## src/rtl/regfile_burst_master_pkg.sv

```systemverilog
// Shared encodings for the register-file burst master: active-low strobe values, FSM states, defaults.
// REGFILE_BM_CLEAR_EN adds the CLR state used by clear bursts.
package regfile_burst_master_pkg;

    localparam int DEF_DATA_W = 32;
    localparam int DEF_ADDR_W = 5;

    localparam logic ENABLE_  = 1'b0;
    localparam logic DISABLE_ = 1'b1;

`ifdef REGFILE_BM_CLEAR_EN
    typedef enum logic [1:0] {
        ST_IDLE = 2'd0,
        ST_WR   = 2'd1,
        ST_RD   = 2'd2,
        ST_CLR  = 2'd3
    } state_t;
`else
    typedef enum logic [1:0] {
        ST_IDLE = 2'd0,
        ST_WR   = 2'd1,
        ST_RD   = 2'd2
    } state_t;
`endif

    // Burst length carries one extra bit so a full-depth burst (2**ADDR_W) is representable.
    function automatic int len_w(input int addr_w);
        return addr_w + 1;
    endfunction

endpackage

```

## src/rtl/regfile_burst_master_if.sv

```systemverilog
// Command, write-stream, read-stream and register-file signals of the burst master.
// REGFILE_BM_CLEAR_EN adds cmd_clr to the command group.
interface regfile_burst_master_if #(
    parameter int DATA_W = regfile_burst_master_pkg::DEF_DATA_W,
    parameter int ADDR_W = regfile_burst_master_pkg::DEF_ADDR_W
);
    import regfile_burst_master_pkg::*;

    localparam int LEN_W = len_w(ADDR_W);

    logic              cmd_req;
    logic              cmd_ack;
    logic              cmd_rw;
    logic [ADDR_W-1:0] cmd_addr;
    logic [LEN_W-1:0]  cmd_len;
`ifdef REGFILE_BM_CLEAR_EN
    logic              cmd_clr;
`endif

    logic              wr_valid;
    logic [DATA_W-1:0] wr_data;
    logic              wr_ready;

    logic              rd_valid;
    logic [DATA_W-1:0] rd_data;
    logic              rd_ready;

    logic              busy;

    logic [ADDR_W-1:0] rf_addr;
    logic [DATA_W-1:0] rf_d_in;
    logic              rf_we_;
    logic [DATA_W-1:0] rf_d_out;

`ifdef REGFILE_BM_CLEAR_EN
    modport master (
        input  cmd_req, cmd_rw, cmd_addr, cmd_len, cmd_clr,
        input  wr_valid, wr_data, rd_ready, rf_d_out,
        output cmd_ack, wr_ready, rd_valid, rd_data, busy,
        output rf_addr, rf_d_in, rf_we_
    );
    modport slave (
        output cmd_req, cmd_rw, cmd_addr, cmd_len, cmd_clr,
        output wr_valid, wr_data, rd_ready, rf_d_out,
        input  cmd_ack, wr_ready, rd_valid, rd_data, busy,
        input  rf_addr, rf_d_in, rf_we_
    );
`else
    modport master (
        input  cmd_req, cmd_rw, cmd_addr, cmd_len,
        input  wr_valid, wr_data, rd_ready, rf_d_out,
        output cmd_ack, wr_ready, rd_valid, rd_data, busy,
        output rf_addr, rf_d_in, rf_we_
    );
    modport slave (
        output cmd_req, cmd_rw, cmd_addr, cmd_len,
        output wr_valid, wr_data, rd_ready, rf_d_out,
        input  cmd_ack, wr_ready, rd_valid, rd_data, busy,
        input  rf_addr, rf_d_in, rf_we_
    );
`endif

endinterface

```

## src/rtl/regfile_bm_addr_gen.sv

```systemverilog
// Register-file address and remaining-word counter: load at command accept, step per word, wrap at depth.
// Address is registered; last flags the final word of the burst.
module regfile_bm_addr_gen #(
    parameter int ADDR_W = regfile_burst_master_pkg::DEF_ADDR_W
) (
    input  logic              clk,
    input  logic              reset_,
    input  logic              load,
    input  logic [ADDR_W-1:0] load_addr,
    input  logic [ADDR_W:0]   load_len,
    input  logic              step,
    output logic [ADDR_W-1:0] addr,
    output logic              last
);
    localparam logic [ADDR_W:0] DEPTH = {1'b1, {ADDR_W{1'b0}}};
    localparam logic [ADDR_W:0] ONE   = {{ADDR_W{1'b0}}, 1'b1};

    logic [ADDR_W:0] cnt;

    always_ff @(posedge clk) begin
        if (!reset_) begin
            addr <= '0;
            cnt  <= '0;
        end else if (load) begin
            addr <= load_addr;
            // Longer requests are clamped so no word is touched twice in one burst.
            cnt  <= (load_len > DEPTH) ? DEPTH : load_len;
        end else if (step) begin
            addr <= addr + 1'b1;
            cnt  <= cnt - ONE;
        end
    end

    assign last = (cnt == ONE);

endmodule

```

## src/rtl/regfile_burst_master.sv

```systemverilog
// Burst read/write master for the single-port register file; writes 1 word/cycle, first read word 2 cycles after accept.
// wr_valid stalls writes, rd_ready stalls the one-entry read register; optional clear bursts under REGFILE_BM_CLEAR_EN.
module regfile_burst_master #(
    parameter int DATA_W = regfile_burst_master_pkg::DEF_DATA_W,
    parameter int ADDR_W = regfile_burst_master_pkg::DEF_ADDR_W
) (
    input  logic                   clk,
    input  logic                   reset_,
    regfile_burst_master_if.master bus
);
    import regfile_burst_master_pkg::*;

    localparam int LEN_W = len_w(ADDR_W);

    state_t              state;
    state_t              state_nxt;

    logic                accept;
    logic                ag_load;
    logic                ag_step;
    logic                ag_last;
    logic [ADDR_W-1:0]   ag_addr;
    logic [LEN_W-1:0]    ag_len;

    logic                rd_load;
    logic                cmd_ack_q;
    logic                rd_valid_q;
    logic [DATA_W-1:0]   rd_data_q;

    logic                wr_ready_c;
    logic                we_c;
    logic [DATA_W-1:0]   d_in_c;
    logic                clr_cmd;

    assign ag_len = bus.cmd_len;

`ifdef REGFILE_BM_CLEAR_EN
    assign clr_cmd = bus.cmd_clr;
`else
    assign clr_cmd = 1'b0;
`endif

    regfile_bm_addr_gen #(
        .ADDR_W    (ADDR_W)
    ) u_addr_gen (
        .clk       (clk),
        .reset_    (reset_),
        .load      (ag_load),
        .load_addr (bus.cmd_addr),
        .load_len  (ag_len),
        .step      (ag_step),
        .addr      (ag_addr),
        .last      (ag_last)
    );

    always_ff @(posedge clk) begin
        if (!reset_) begin
            state <= ST_IDLE;
        end else begin
            state <= state_nxt;
        end
    end

    always_comb begin
        state_nxt  = state;
        accept     = 1'b0;
        ag_load    = 1'b0;
        ag_step    = 1'b0;
        rd_load    = 1'b0;
        wr_ready_c = 1'b0;
        we_c       = DISABLE_;
        d_in_c     = '0;

        case (state)
            ST_IDLE: begin
                // cmd_ack_q blocks a second accept while the requester still holds the acked command.
                if (bus.cmd_req && !rd_valid_q && !cmd_ack_q) begin
                    accept  = 1'b1;
                    ag_load = 1'b1;
                    if (bus.cmd_len != '0) begin
                        if (clr_cmd) begin
`ifdef REGFILE_BM_CLEAR_EN
                            state_nxt = ST_CLR;
`endif
                        end else if (bus.cmd_rw) begin
                            state_nxt = ST_WR;
                        end else begin
                            state_nxt = ST_RD;
                        end
                    end
                end
            end

            ST_WR: begin
                wr_ready_c = 1'b1;
                d_in_c     = bus.wr_data;
                we_c       = bus.wr_valid ? ENABLE_ : DISABLE_;
                if (bus.wr_valid) begin
                    ag_step = 1'b1;
                    if (ag_last) begin
                        state_nxt = ST_IDLE;
                    end
                end
            end

            ST_RD: begin
                if (!rd_valid_q || bus.rd_ready) begin
                    rd_load = 1'b1;
                    ag_step = 1'b1;
                    if (ag_last) begin
                        state_nxt = ST_IDLE;
                    end
                end
            end

`ifdef REGFILE_BM_CLEAR_EN
            ST_CLR: begin
                we_c    = ENABLE_;
                ag_step = 1'b1;
                if (ag_last) begin
                    state_nxt = ST_IDLE;
                end
            end
`endif

            default: begin
                state_nxt = ST_IDLE;
            end
        endcase
    end

    always_ff @(posedge clk) begin
        if (!reset_) begin
            cmd_ack_q  <= 1'b0;
            rd_valid_q <= 1'b0;
            rd_data_q  <= '0;
        end else begin
            cmd_ack_q <= accept;
            if (rd_load) begin
                rd_data_q  <= bus.rf_d_out;
                rd_valid_q <= 1'b1;
            end else if (rd_valid_q && bus.rd_ready) begin
                rd_valid_q <= 1'b0;
            end
        end
    end

    assign bus.cmd_ack  = cmd_ack_q;
    assign bus.rd_valid = rd_valid_q;
    assign bus.rd_data  = rd_data_q;
    assign bus.busy     = (state != ST_IDLE) | rd_valid_q;
    assign bus.rf_addr  = ag_addr;
    assign bus.rf_d_in  = d_in_c;

    // The word presented during a reset cycle must not land in the register file.
    assign bus.wr_ready = wr_ready_c & reset_;
    assign bus.rf_we_   = we_c | ~reset_;

endmodule

```

## src/flat_wrapper.sv

```systemverilog
// flat-port wrapper written by rule: the top's interface ports become plain ports
module regfile_burst_master_flat import regfile_burst_master_pkg::*;
#(
    parameter int DATA_W = regfile_burst_master_pkg::DEF_DATA_W,
    parameter int ADDR_W = regfile_burst_master_pkg::DEF_ADDR_W
)
  (clk, reset_, bus_cmd_req, bus_cmd_rw, bus_cmd_addr, bus_cmd_len, bus_wr_valid, bus_wr_data, bus_rd_ready, bus_rf_d_out, bus_cmd_ack, bus_wr_ready, bus_rd_valid, bus_rd_data, bus_busy, bus_rf_addr, bus_rf_d_in, bus_rf_we_);
  regfile_burst_master_if #(.DATA_W(DATA_W), .ADDR_W(ADDR_W)) bus_i ();
  input  logic clk;
  input  logic reset_;
  input wire logic [$bits(bus_i.cmd_req)-1:0] bus_cmd_req;
  input wire logic [$bits(bus_i.cmd_rw)-1:0] bus_cmd_rw;
  input wire logic [$bits(bus_i.cmd_addr)-1:0] bus_cmd_addr;
  input wire logic [$bits(bus_i.cmd_len)-1:0] bus_cmd_len;
  input wire logic [$bits(bus_i.wr_valid)-1:0] bus_wr_valid;
  input wire logic [$bits(bus_i.wr_data)-1:0] bus_wr_data;
  input wire logic [$bits(bus_i.rd_ready)-1:0] bus_rd_ready;
  input wire logic [$bits(bus_i.rf_d_out)-1:0] bus_rf_d_out;
  output wire logic [$bits(bus_i.cmd_ack)-1:0] bus_cmd_ack;
  output wire logic [$bits(bus_i.wr_ready)-1:0] bus_wr_ready;
  output wire logic [$bits(bus_i.rd_valid)-1:0] bus_rd_valid;
  output wire logic [$bits(bus_i.rd_data)-1:0] bus_rd_data;
  output wire logic [$bits(bus_i.busy)-1:0] bus_busy;
  output wire logic [$bits(bus_i.rf_addr)-1:0] bus_rf_addr;
  output wire logic [$bits(bus_i.rf_d_in)-1:0] bus_rf_d_in;
  output wire logic [$bits(bus_i.rf_we_)-1:0] bus_rf_we_;
  assign bus_i.cmd_req = bus_cmd_req;
  assign bus_i.cmd_rw = bus_cmd_rw;
  assign bus_i.cmd_addr = bus_cmd_addr;
  assign bus_i.cmd_len = bus_cmd_len;
  assign bus_i.wr_valid = bus_wr_valid;
  assign bus_i.wr_data = bus_wr_data;
  assign bus_i.rd_ready = bus_rd_ready;
  assign bus_i.rf_d_out = bus_rf_d_out;
  assign bus_cmd_ack = bus_i.cmd_ack;
  assign bus_wr_ready = bus_i.wr_ready;
  assign bus_rd_valid = bus_i.rd_valid;
  assign bus_rd_data = bus_i.rd_data;
  assign bus_busy = bus_i.busy;
  assign bus_rf_addr = bus_i.rf_addr;
  assign bus_rf_d_in = bus_i.rf_d_in;
  assign bus_rf_we_ = bus_i.rf_we_;
  regfile_burst_master #(.DATA_W(DATA_W), .ADDR_W(ADDR_W)) u_core (.clk(clk), .reset_(reset_), .bus(bus_i));
endmodule
```

## config.mk

```make
export PLATFORM = sky130hd
export DESIGN_NAME = regfile_burst_master_flat
export DESIGN_NICKNAME = d
export VERILOG_FILES = /design/src/rtl/regfile_burst_master_pkg.sv /design/src/rtl/regfile_burst_master_if.sv /design/src/rtl/regfile_bm_addr_gen.sv /design/src/rtl/regfile_burst_master.sv /design/src/flat_wrapper.sv
export SDC_FILE = /design/constraint.sdc
export NUM_CORES = 1
export LEC_CHECK = 0
export CELL_PAD_IN_SITES_DETAIL_PLACEMENT = 1
export CELL_PAD_IN_SITES_GLOBAL_PLACEMENT = 2
export CORE_UTILIZATION = 20
export DETAILED_ROUTE_END_ITERATION = 8
export PLACE_DENSITY = 0.87
export SLEW_MARGIN = 20
export SYNTH_ARGS = -nofsm -noshare
export SYNTH_HDL_FRONTEND = slang
export SYNTH_SLANG_ARGS = --single-unit
```

## constraint.sdc

```tcl
create_clock -name clk -period 2.45 [get_ports clk]
set_input_delay 0.735 -clock clk [delete_from_list [all_inputs] [get_ports clk]]
set_output_delay 0.735 -clock clk [all_outputs]
set_load 0.01 [all_outputs]
```

==> results of run 1 <==
==> layer usage <==
layer,global-route usage (%),vias to the layer above
met1,16.2,1227
li1,-,1294
met5,0,-
met2,22.9,62
met3,2.76,7
met4,2.16,0
==> what timing repair did <==
action	4_1_cts	5_1_grt
endpoints found under the setup margin	34	2
gates resized for setup	35	3
pin swaps	0	0
==> final timing paths <==
| path | slack [ns] | end | cells past startpoint |
|---|---|---|---|
| max | 0.06 | bus_wr_ready | 3 |
| min reg2reg | 0.46 | u_core.bus.rd_data[5] | 2 |
| max reg2reg | 0.58 | u_core.u_addr_gen.addr[4] | 5 |
| min | 0.46 | u_core.bus.rd_data[5] | 2 |
==> cell type report <==
| type | count | share of cell area (%) |
|---|---|---|
| sequential | 47 | 22.3 |
| clock inverter | 2 | 0.830 |
| clock buffer | 6 | 3.29 |
| inverter | 12 | 1.07 |
| timing repair buffer | 165 | 37.8 |
| multi-input combinational | 215 | 30.5 |
| tap | 143 | 4.24 |
==> power breakdown <==
group          total [mW]  internal (mW)  switching, mW
sequential           1.04          0.929          0.111
combinational        1.44          0.726          0.715
clock               0.791          0.508          0.284
total                3.27           2.16           1.11
==> through the flow <==
stage	hold WS, ns	cell area [sq um]
floorplan	0.455	2350
global placement	0.450	4090
detailed placement	0.457	4090
CTS	0.466	4220
global route	0.499	4220
finish	0.464	4220
==> logic make-up after synthesis <==
| logic type | synth area share, % |
|---|---|
| AO/OA/AOI/OAI | 21.0 |
| adder cells (fa/ha/maj) | 3.20 |
| buffers and inverters | 5.33 |
| flip-flops | 40.1 |
| multiplexers | 0.852 |
| AND/OR/NAND/NOR | 29.6 |
==> Yosys cell counts, types with 2 or more instances <==
cell type / n / area (sq um)
a21boi_0: 33 / 248
a31oi_1: 8 / 50.1
and2_1: 30 / 188
and2_2: 3 / 22.5
and3_1: 2 / 12.5
clkbuf_1: 17 / 63.8
dfxtp_1: 47 / 941
ha_1: 6 / 75.1
inv_1: 12 / 45.0
mux2i_1: 2 / 20.0
nand2_1: 70 / 263
nand2b_1: 2 / 12.5
nand3_1: 7 / 35.0
nand3b_1: 2 / 15.0
nor2_1: 2 / 7.51
nor2b_1: 3 / 18.8
nor3_1: 2 / 10.0
nor4_1: 2 / 12.5
o21ai_0: 13 / 65.1
o311a_1: 2 / 20.0
o31ai_1: 5 / 37.5
or3_1: 2 / 12.5
or4_1: 4 / 30.0
==> worst max-delay path: cells and delay by family <==
kind / cells / cell delay [ns]
AND/OR/NAND/NOR: 1 / 0.21
buffers and inverters: 2 / 0.71
==> state kept, by name, indices dropped and copies added (netlist names) <==
register / cells
u_core.state: 2
u_core.bus.rd_data: 32
u_core.bus.cmd_ack: 1
u_core.u_addr_gen.addr: 5
u_core.u_addr_gen.cnt: 6
u_core.bus.rd_valid: 1
==> cell usage in the layout, fill, tap and decap left out, types with 2 or more instances in the layout <==
| master | count |
|---|---|
| clkdlybuf4s50_1 | 120 |
| nand2_1 | 70 |
| dfxtp_1 | 47 |
| a21boi_0 | 33 |
| dlygate4sd2_1 | 33 |
| and2_1 | 30 |
| o21ai_0 | 13 |
| inv_1 | 12 |
| buf_4 | 9 |
| a31oi_1 | 8 |
| nand3_1 | 7 |
| o31ai_1 | 5 |
| ha_1 | 5 |
| clkbuf_16 | 5 |
| or4_1 | 4 |
| and2_2 | 3 |
| nor2b_1 | 3 |
| nand2b_1 | 2 |
| nand3b_1 | 2 |
| nor3_1 | 2 |
| mux2i_1 | 2 |
| or3_1 | 2 |
| nor4_1 | 2 |
| o311a_1 | 2 |
| and3_1 | 2 |
==> flow_metrics.tcl, run 1 <==
set metrics [dict create \
    synth_area_sq_um 2350 \
    synth_edf_count 0 \
    cp_max_fo 2 \
    power_mw 3.27 \
    slowest_delay_ns 0.43 \
    min_from "u_core.bus.rd_data[5]" \
    pre_cts_slack_ns -0.246 \
    grt_usage_pct 12.9 \
    grt_pass1_vias 2546 \
    n_antenna_cell 0 \
    grt_max_degree 51 \
    wl_met3_microns 455 \
    layout_setup_ws_ns 0.0590 \
    wirelength_mm 8.09 \
    period_needed_ns 2.39 \
    vias 2590 \
    postCtsHoldBufs 0 \
    cp-startpoint "reset_" \
    finClkSkew_ns 0.00826 \
    place_inst 582 \
    clk_pin_slew_worst_paths_ns 0.06 \
    worst_setup_path_start_kind "primary input" \
    cts_tree "yes" \
    cts_buffers 5 \
    finalHoldViolCount 0 \
    via_per_inst 4.39 \
    async_flop_share_pct 0 \
    area_growth_pct 79.7 \
    max_slew.worst_pin.slew_ns 0.454 \
    die_x_microns 110 \
    finalNonFillerCells 590 \
    die_h_microns 110 \
    clock-root-buffer "clkbuf_16" \
    synth_seq_area_share_pct 40.1 \
    setup.worst_path.class "in -> out" \
    core_sq_um 11400 \
    io_pins 155 \
    synth-seq-cells 47 \
    finalSetupViolCount 0 \
    htreeDepth 2 \
    drc 0 \
    antenna_found_initial 0 \
    status "complete, no violations" \
    yosysWarnings 0 \
    clock_latency_ns 0.28 \
    portBuffers 154 \
    ir_worst_vdd_mv 0.340 \
    synth_area_per_cell_sq_um 8.02 \
    drive_gt1_share_pct 6.71 \
    utilization_pct 37.0 \
    die_area_sq_um 12200 \
    arrival_ns 1.66 \
    required_ns 1.71 \
    tns_ns 0 \
    ys_types 40 \
    seq_area_sq_um 941 \
    wl_met2_mm 4.18 \
    rows 39 \
    dp_hpwl_mm 6.26 \
    wl_met1_mm 3.41 \
    multiInputGateArea_sq_um 1290 \
    cpMaxStageDelayCell "clkdlybuf4s50_1" \
    cellPowerDensity_nw_per_um2 775 \
    wl_per_cell_microns 13.7 \
    place_congestion 0.728 \
    clock_path_buffers 2 \
    drtAntennaViolNets 0 \
    final_nets 533 \
    gr-total-overflow 0 \
    timing.rr.start "u_core.state[1]" \
    rsz0062_at_grt "no" \
    critical_path.cell_chain "clkdlybuf4s50_1 > and2_2 > dlygate4sd2_1" \
    relSlewSlack_pct 69.7 \
    finalCritPeriodShare_pct 97.6 \
    maxCapViolCount 0 \
    post-cts-setup-buffers 0 \
    fmax_ghz 0.418 \
    drt-initial-drc-count 55 \
    firstDrtPassIters 4 \
    synthFlopType "dfxtp_1" \
    maxUsedRoutingLayer "met4" \
    p_leak_nw 1.68 \
    start_util_pct 20.6 \
    hp-class "reg -> reg" \
    syn_inst 293 \
    endpoint_kind "output pin" \
    fillerInstances 1388 \
    maxSlewViolCount 0 \
    clock-sinks 47 \
    synth_nets 380 \
    grt_pass1_wl_mm 12.5 \
]
No activity file was read; power rests on OpenSTA's default activity.
==> run 2: changes to the inputs <==
- PLACE_DENSITY: 0.87 -> 0.86
- SKIP_LAST_GASP: unset -> 1
- SYNTH_HIERARCHICAL: unset -> 1
==> flow_metrics.tcl, run 2 <==
set metrics [dict create \
    synth_seq_area_share_pct 40.1 \
    vias 2430 \
    setup.worst_path.class "in -> out" \
    finClkSkew_ns 0.00515 \
    synth_compound_area_share_pct 17.6 \
    synth_most_common_cell "nand2_1" \
    cp_max_fo 2 \
    largest_reg_flops 32 \
    drc 0 \
    multiInputGateArea_sq_um 1270 \
    place_inst 575 \
    grt_max_degree 50 \
    firstDrtPassIters 4 \
    antenna_found_initial 0 \
    clock-root-buffer "clkbuf_16" \
    gr-total-overflow 0 \
    syn_inst 281 \
    grt_pass1_vias 2418 \
    wl_per_cell_microns 13.8 \
    synth_common_cells "nand2_1, dfxtp_1, and2_1" \
    max_slew.worst_pin.slew_ns 0.458 \
    rows 39 \
    synthXorXnorAreaFrac_pct 2.24 \
    synth_nets 368 \
    relSlewSlack_pct 69.5 \
    finalCritPeriodShare_pct 101 \
    violations "negative setup slack" \
    portBuffers 154 \
    grt_usage_pct 12.5 \
    layout_common_cells "clkdlybuf4s50_1, nand2_1, dfxtp_1" \
    post-cts-setup-buffers 0 \
    finalSetupViolCount 1 \
    power.switching_fraction_pct 35.8 \
    synth-seq-cells 47 \
    io_pins 155 \
    final_nets 526 \
    endpoint_kind "output pin" \
    required_ns 1.71 \
    p_leak_nw 1.77 \
    p_seq_share_pct 29.7 \
    arrival_ns 1.73 \
    maxSlewViolCount 0 \
    status "finished with violations" \
    ir_worst_vdd_mv 0.430 \
    post_dp_cell_area_sq_um 4110 \
    cellPowerDensity_nw_per_um2 876 \
    postCtsHoldBufs 0 \
    rsz0062_at_grt "yes" \
    ys_types 39 \
    area_growth_pct 80.0 \
    synthMuxAreaShare_pct 1.28 \
    yosys.area.top_type "dfxtp_1" \
    period_needed_ns 2.47 \
    power.internal_mw 2.38 \
    cts_resized 35 \
    fmax_ghz 0.405 \
    via_per_inst 4.18 \
    synthFlopType "dfxtp_1" \
    dp_hpwl_mm 6.22 \
    cts_tree "yes" \
    htreeDepth 2 \
    clock-sinks 47 \
    async_flop_share_pct 0 \
    tns_ns -0.0173 \
    drtAntennaViolNets 0 \
    n_antenna_cell 0 \
    yosysWarnings 6 \
    synth_simple_gate_area_share_pct 29.6 \
    drive_gt1_share_pct 6.61 \
    worst_setup_path_start_kind "primary input" \
    finalNonFillerCells 582 \
    combPwrFrac_pct 51.7 \
    start_util_pct 20.6 \
    maxCapViolCount 0 \
    cts_buffers 5 \
    p_switching_mw 1.32 \
    yosys-top-cells-area "dfxtp_1, nand2_1, a21boi_1" \
    die_h_microns 110 \
    hp-class "reg -> reg" \
    wirelength_mm 8.04 \
    drt-initial-drc-count 66 \
    final_area_sq_um 4230 \
    clock_path_buffers 2 \
    synth_area_per_cell_sq_um 8.36 \
    clk_pin_slew_worst_paths_ns 0.06 \
    synth_edf_count 0 \
    die_area_sq_um 12200 \
    layout_setup_ws_ns -0.0173 \
    clock_latency_ns 0.28 \
    synthAdderAreaFrac_pct 3.20 \
    die_x_microns 110 \
    core_sq_um 11400 \
    finalHoldViolCount 0 \
    final_common_cell "clkdlybuf4s50_1" \
    synth_area_sq_um 2350 \
    synth_top_area_share_pct 40.1 \
    seq_area_sq_um 941 \
    synth_top_family_by_area "simple AND/OR/NAND/NOR gates" \
    p_clk_share_pct 18.6 \
    fillerInstances 1352 \
    whs_ns 0.453 \
    place_congestion 0.718 \
    grt_pass1_wl_mm 11.9 \
]
[run 2: layer usage]
layer / share of wire (%) / up-vias / GRT usage, %
li1: - / 1233 / -
met1: 44 / 1127 / 15.8
met2: 51 / 66 / 22.1
met3: 5.2 / 4 / 2.70
met4: 0.34 / 0 / 1.88
met5: 0 / - / 0
[run 2: kinds of logic (layout without fill, tap and decap cells)]
kind of cell,Yosys count,count (layout)
buf+inv,27,185
fa+ha+maj,6,6
mux,3,3
simple gates,138,138
flops,47,47
xor+xnor,6,6
compound gates,54,54
[run 2: area by class of cell]
| cell class | instances | share of cell area [%] |
|---|---|---|
| timing repair buffer | 169 | 39.1 |
| multi-input combinational | 207 | 30.1 |
| sequential | 47 | 22.3 |
| tap | 143 | 4.23 |
| clock buffer | 6 | 3.29 |
| inverter | 9 | 0.799 |
| clock inverter | 1 | 0.207 |
[run 2: power by group through the flow]
stage,Clock (mW),Combinational (mW),Sequential (mW)
2_1_floorplan,0,0.970,1.16
3_3_place_gp,0,1.99,1.11
3_5_place_dp,0,2.03,1.12
4_1_cts,0.724,1.95,1.11
5_1_grt,0.751,2.11,1.13
6_report,0.687,1.91,1.10
[run 2: worst paths after layout]
path	startpoint	end	slack, ns	cells past startpoint
worst max-delay path	reset_	bus_rf_we_	-0.02	4
worst min-delay path	u_core/bus.rd_data[6]	u_core/bus.rd_data[6]	0.45	2
worst max register to register	u_core/state[1]	u_core/u_addr_gen/addr[4]	0.53	10
worst min register to register	u_core/bus.rd_data[6]	u_core/bus.rd_data[6]	0.45	2
[run 2: critical path, stage by stage]
cell	delay, ns
clkdlybuf4s50_1	0.51
and2_4	0.16
nand2_1	0.04
dlygate4sd2_1	0.28
[run 2: stage by stage]
| step | utilization [%] | setup WS (ns) | total power, mW |
|---|---|---|---|
| CTS | 37.0 | -0.0239 | 3.78 |
| finish | 37.0 | -0.0173 | 3.70 |
| global route | 37.0 | -0.0423 | 3.99 |
| detailed placement | 36.0 | -0.255 | 3.16 |
| floorplan | - | 0.221 | 2.13 |
| global placement | 36.0 | -0.224 | 3.10 |
==> run 3: changes to the inputs <==
- SKIP_LAST_GASP: 1 -> unset
==> flow_metrics.tcl, run 3 (same netlist as run 2, synthesis figures left out) <==
set metrics [dict create \
    place_congestion 0.718 \
    area_growth_pct 79.9 \
    power_mw 3.70 \
    p_seq_share_pct 29.7 \
    setup.worst_path.class "in -> out" \
    r2r_setup_slack_ns 0.53 \
    wirelength_mm 8.04 \
    final_nets 526 \
    grt_pass1_wl_mm 11.9 \
    ir_worst_vdd_mv 0.430 \
    postCtsHoldBufs 0 \
    power.internal_mw 2.38 \
    die_h_microns 110 \
    endpoint_kind "output pin" \
    clk_pin_slew_worst_paths_ns 0.06 \
    drt-initial-drc-count 66 \
    maxCapViolCount 0 \
    layout_setup_ws_ns 0.0805 \
    required_ns 1.71 \
    die_area_sq_um 12200 \
    period_needed_ns 2.37 \
    portBuffers 154 \
    wl_per_cell_microns 13.8 \
    fmax_ghz 0.422 \
    die_x_microns 110 \
    combPwrFrac_pct 51.7 \
    cellPowerDensity_nw_per_um2 876 \
    whs_ns 0.453 \
    dp_hpwl_mm 6.22 \
    n_antenna_cell 0 \
    pre_cts_slack_ns -0.255 \
    htreeDepth 2 \
    drc 0 \
    core_sq_um 11400 \
    fillerInstances 1353 \
    rsz0062_at_grt "no" \
    tns_ns 0 \
    worst_setup_path_start_kind "primary input" \
    cp_max_fo 1 \
    grt_max_degree 50 \
    grt_pass1_vias 2418 \
    clock-sinks 47 \
    io_pins 155 \
    power.switching_fraction_pct 35.8 \
    layout_common_cells "clkdlybuf4s50_1, nand2_1, dfxtp_1" \
    gr-total-overflow 0 \
    hp-class "reg -> reg" \
    p_leak_nw 1.77 \
    grt_usage_pct 12.5 \
    clock_latency_ns 0.28 \
    clock_path_buffers 2 \
    drtAntennaViolNets 0 \
    vias 2430 \
    clock-root-buffer "clkbuf_16" \
    p_switching_mw 1.32 \
    firstDrtPassIters 4 \
    rows 39 \
    maxSlewViolCount 0 \
    drive_gt1_share_pct 6.61 \
    cts_buffers 5 \
    relSlewSlack_pct 69.5 \
    cts_tree "yes" \
    antenna_found_initial 0 \
    via_per_inst 4.18 \
    arrival_ns 1.63 \
    largest_reg_flops 32 \
    max_slew.worst_pin.slew_ns 0.458 \
    final_common_cell "clkdlybuf4s50_1" \
    finalHoldViolCount 0 \
    finalCritPeriodShare_pct 96.7 \
    status "complete, no violations" \
    finalSetupViolCount 0 \
    finClkSkew_ns 0.00515 \
    start_util_pct 20.6 \
    p_clk_share_pct 18.6 \
]
## run 3: cell count changes in the layout (fill, tap and decap cells not counted)
cell and delta:
dlygate4sd2_1 +1, clkdlybuf4s50_1 -1
## run 3: what timing repair did
action                                  CTS  global route
endpoints found under the setup margin   34             1
resized for setup                        37             1
buffers inserted                          0             0
## run 3: final timing paths
| path | startpoint | to | depth (start not counted) |
|---|---|---|---|
| worst max register to register | u_core/state[1] | u_core/u_addr_gen/addr[4] | 10 |
| worst min register to register | u_core/bus.rd_data[6] | u_core/bus.rd_data[6] | 2 |
| worst max-delay path | bus_wr_data[16] | bus_rf_d_in[16] | 3 |
| worst min-delay path | u_core/bus.rd_data[6] | u_core/bus.rd_data[6] | 2 |
## run 3: cell type report
| class | instances | area [sq um] | area share, % |
|---|---|---|---|
| timing repair buffer | 169 | 1650 | 39.1 |
| sequential | 47 | 941 | 22.3 |
| inverter | 9 | 33.8 | 0.800 |
| clock inverter | 1 | 8.76 | 0.207 |
| tap | 143 | 179 | 4.23 |
| clock buffer | 6 | 139 | 3.29 |
| multi-input combinational | 207 | 1270 | 30.1 |
## run 3: power groups by stage
stage | sequential [mW] | combinational (mW) | clock [mW]
floorplan | 1.16 | 0.970 | 0
global route | 1.13 | 2.11 | 0.751
CTS | 1.11 | 1.96 | 0.724
detailed placement | 1.12 | 2.03 | 0
finish | 1.10 | 1.91 | 0.687
global placement | 1.11 | 1.99 | 0
## run 3: stage by stage
| stage | util [%] | instances | instance area [sq um] |
|---|---|---|---|
| floorplan | - | 281 | 2350 |
| global placement | 36.0 | 575 | 4110 |
| detailed placement | 36.0 | 575 | 4110 |
| CTS | 37.0 | 582 | 4220 |
| global route | 37.0 | 582 | 4230 |
| finish | 37.0 | 582 | 4230 |
## run 3: metal layers
layer | vias up | GRT usage [%] | wire length (microns)
met3 | 4 | 2.70 | 420
li1 | 1233 | - | -
met2 | 66 | 22.1 | 4090
met5 | - | 0 | 0
met1 | 1127 | 15.8 | 3500
met4 | 0 | 1.88 | 27
## run 3: critical path, cell delays in order
cell	delay [ns]
clkdlybuf4s50_1	0.49
and2_1	0.13
dlygate4sd2_1	0.29
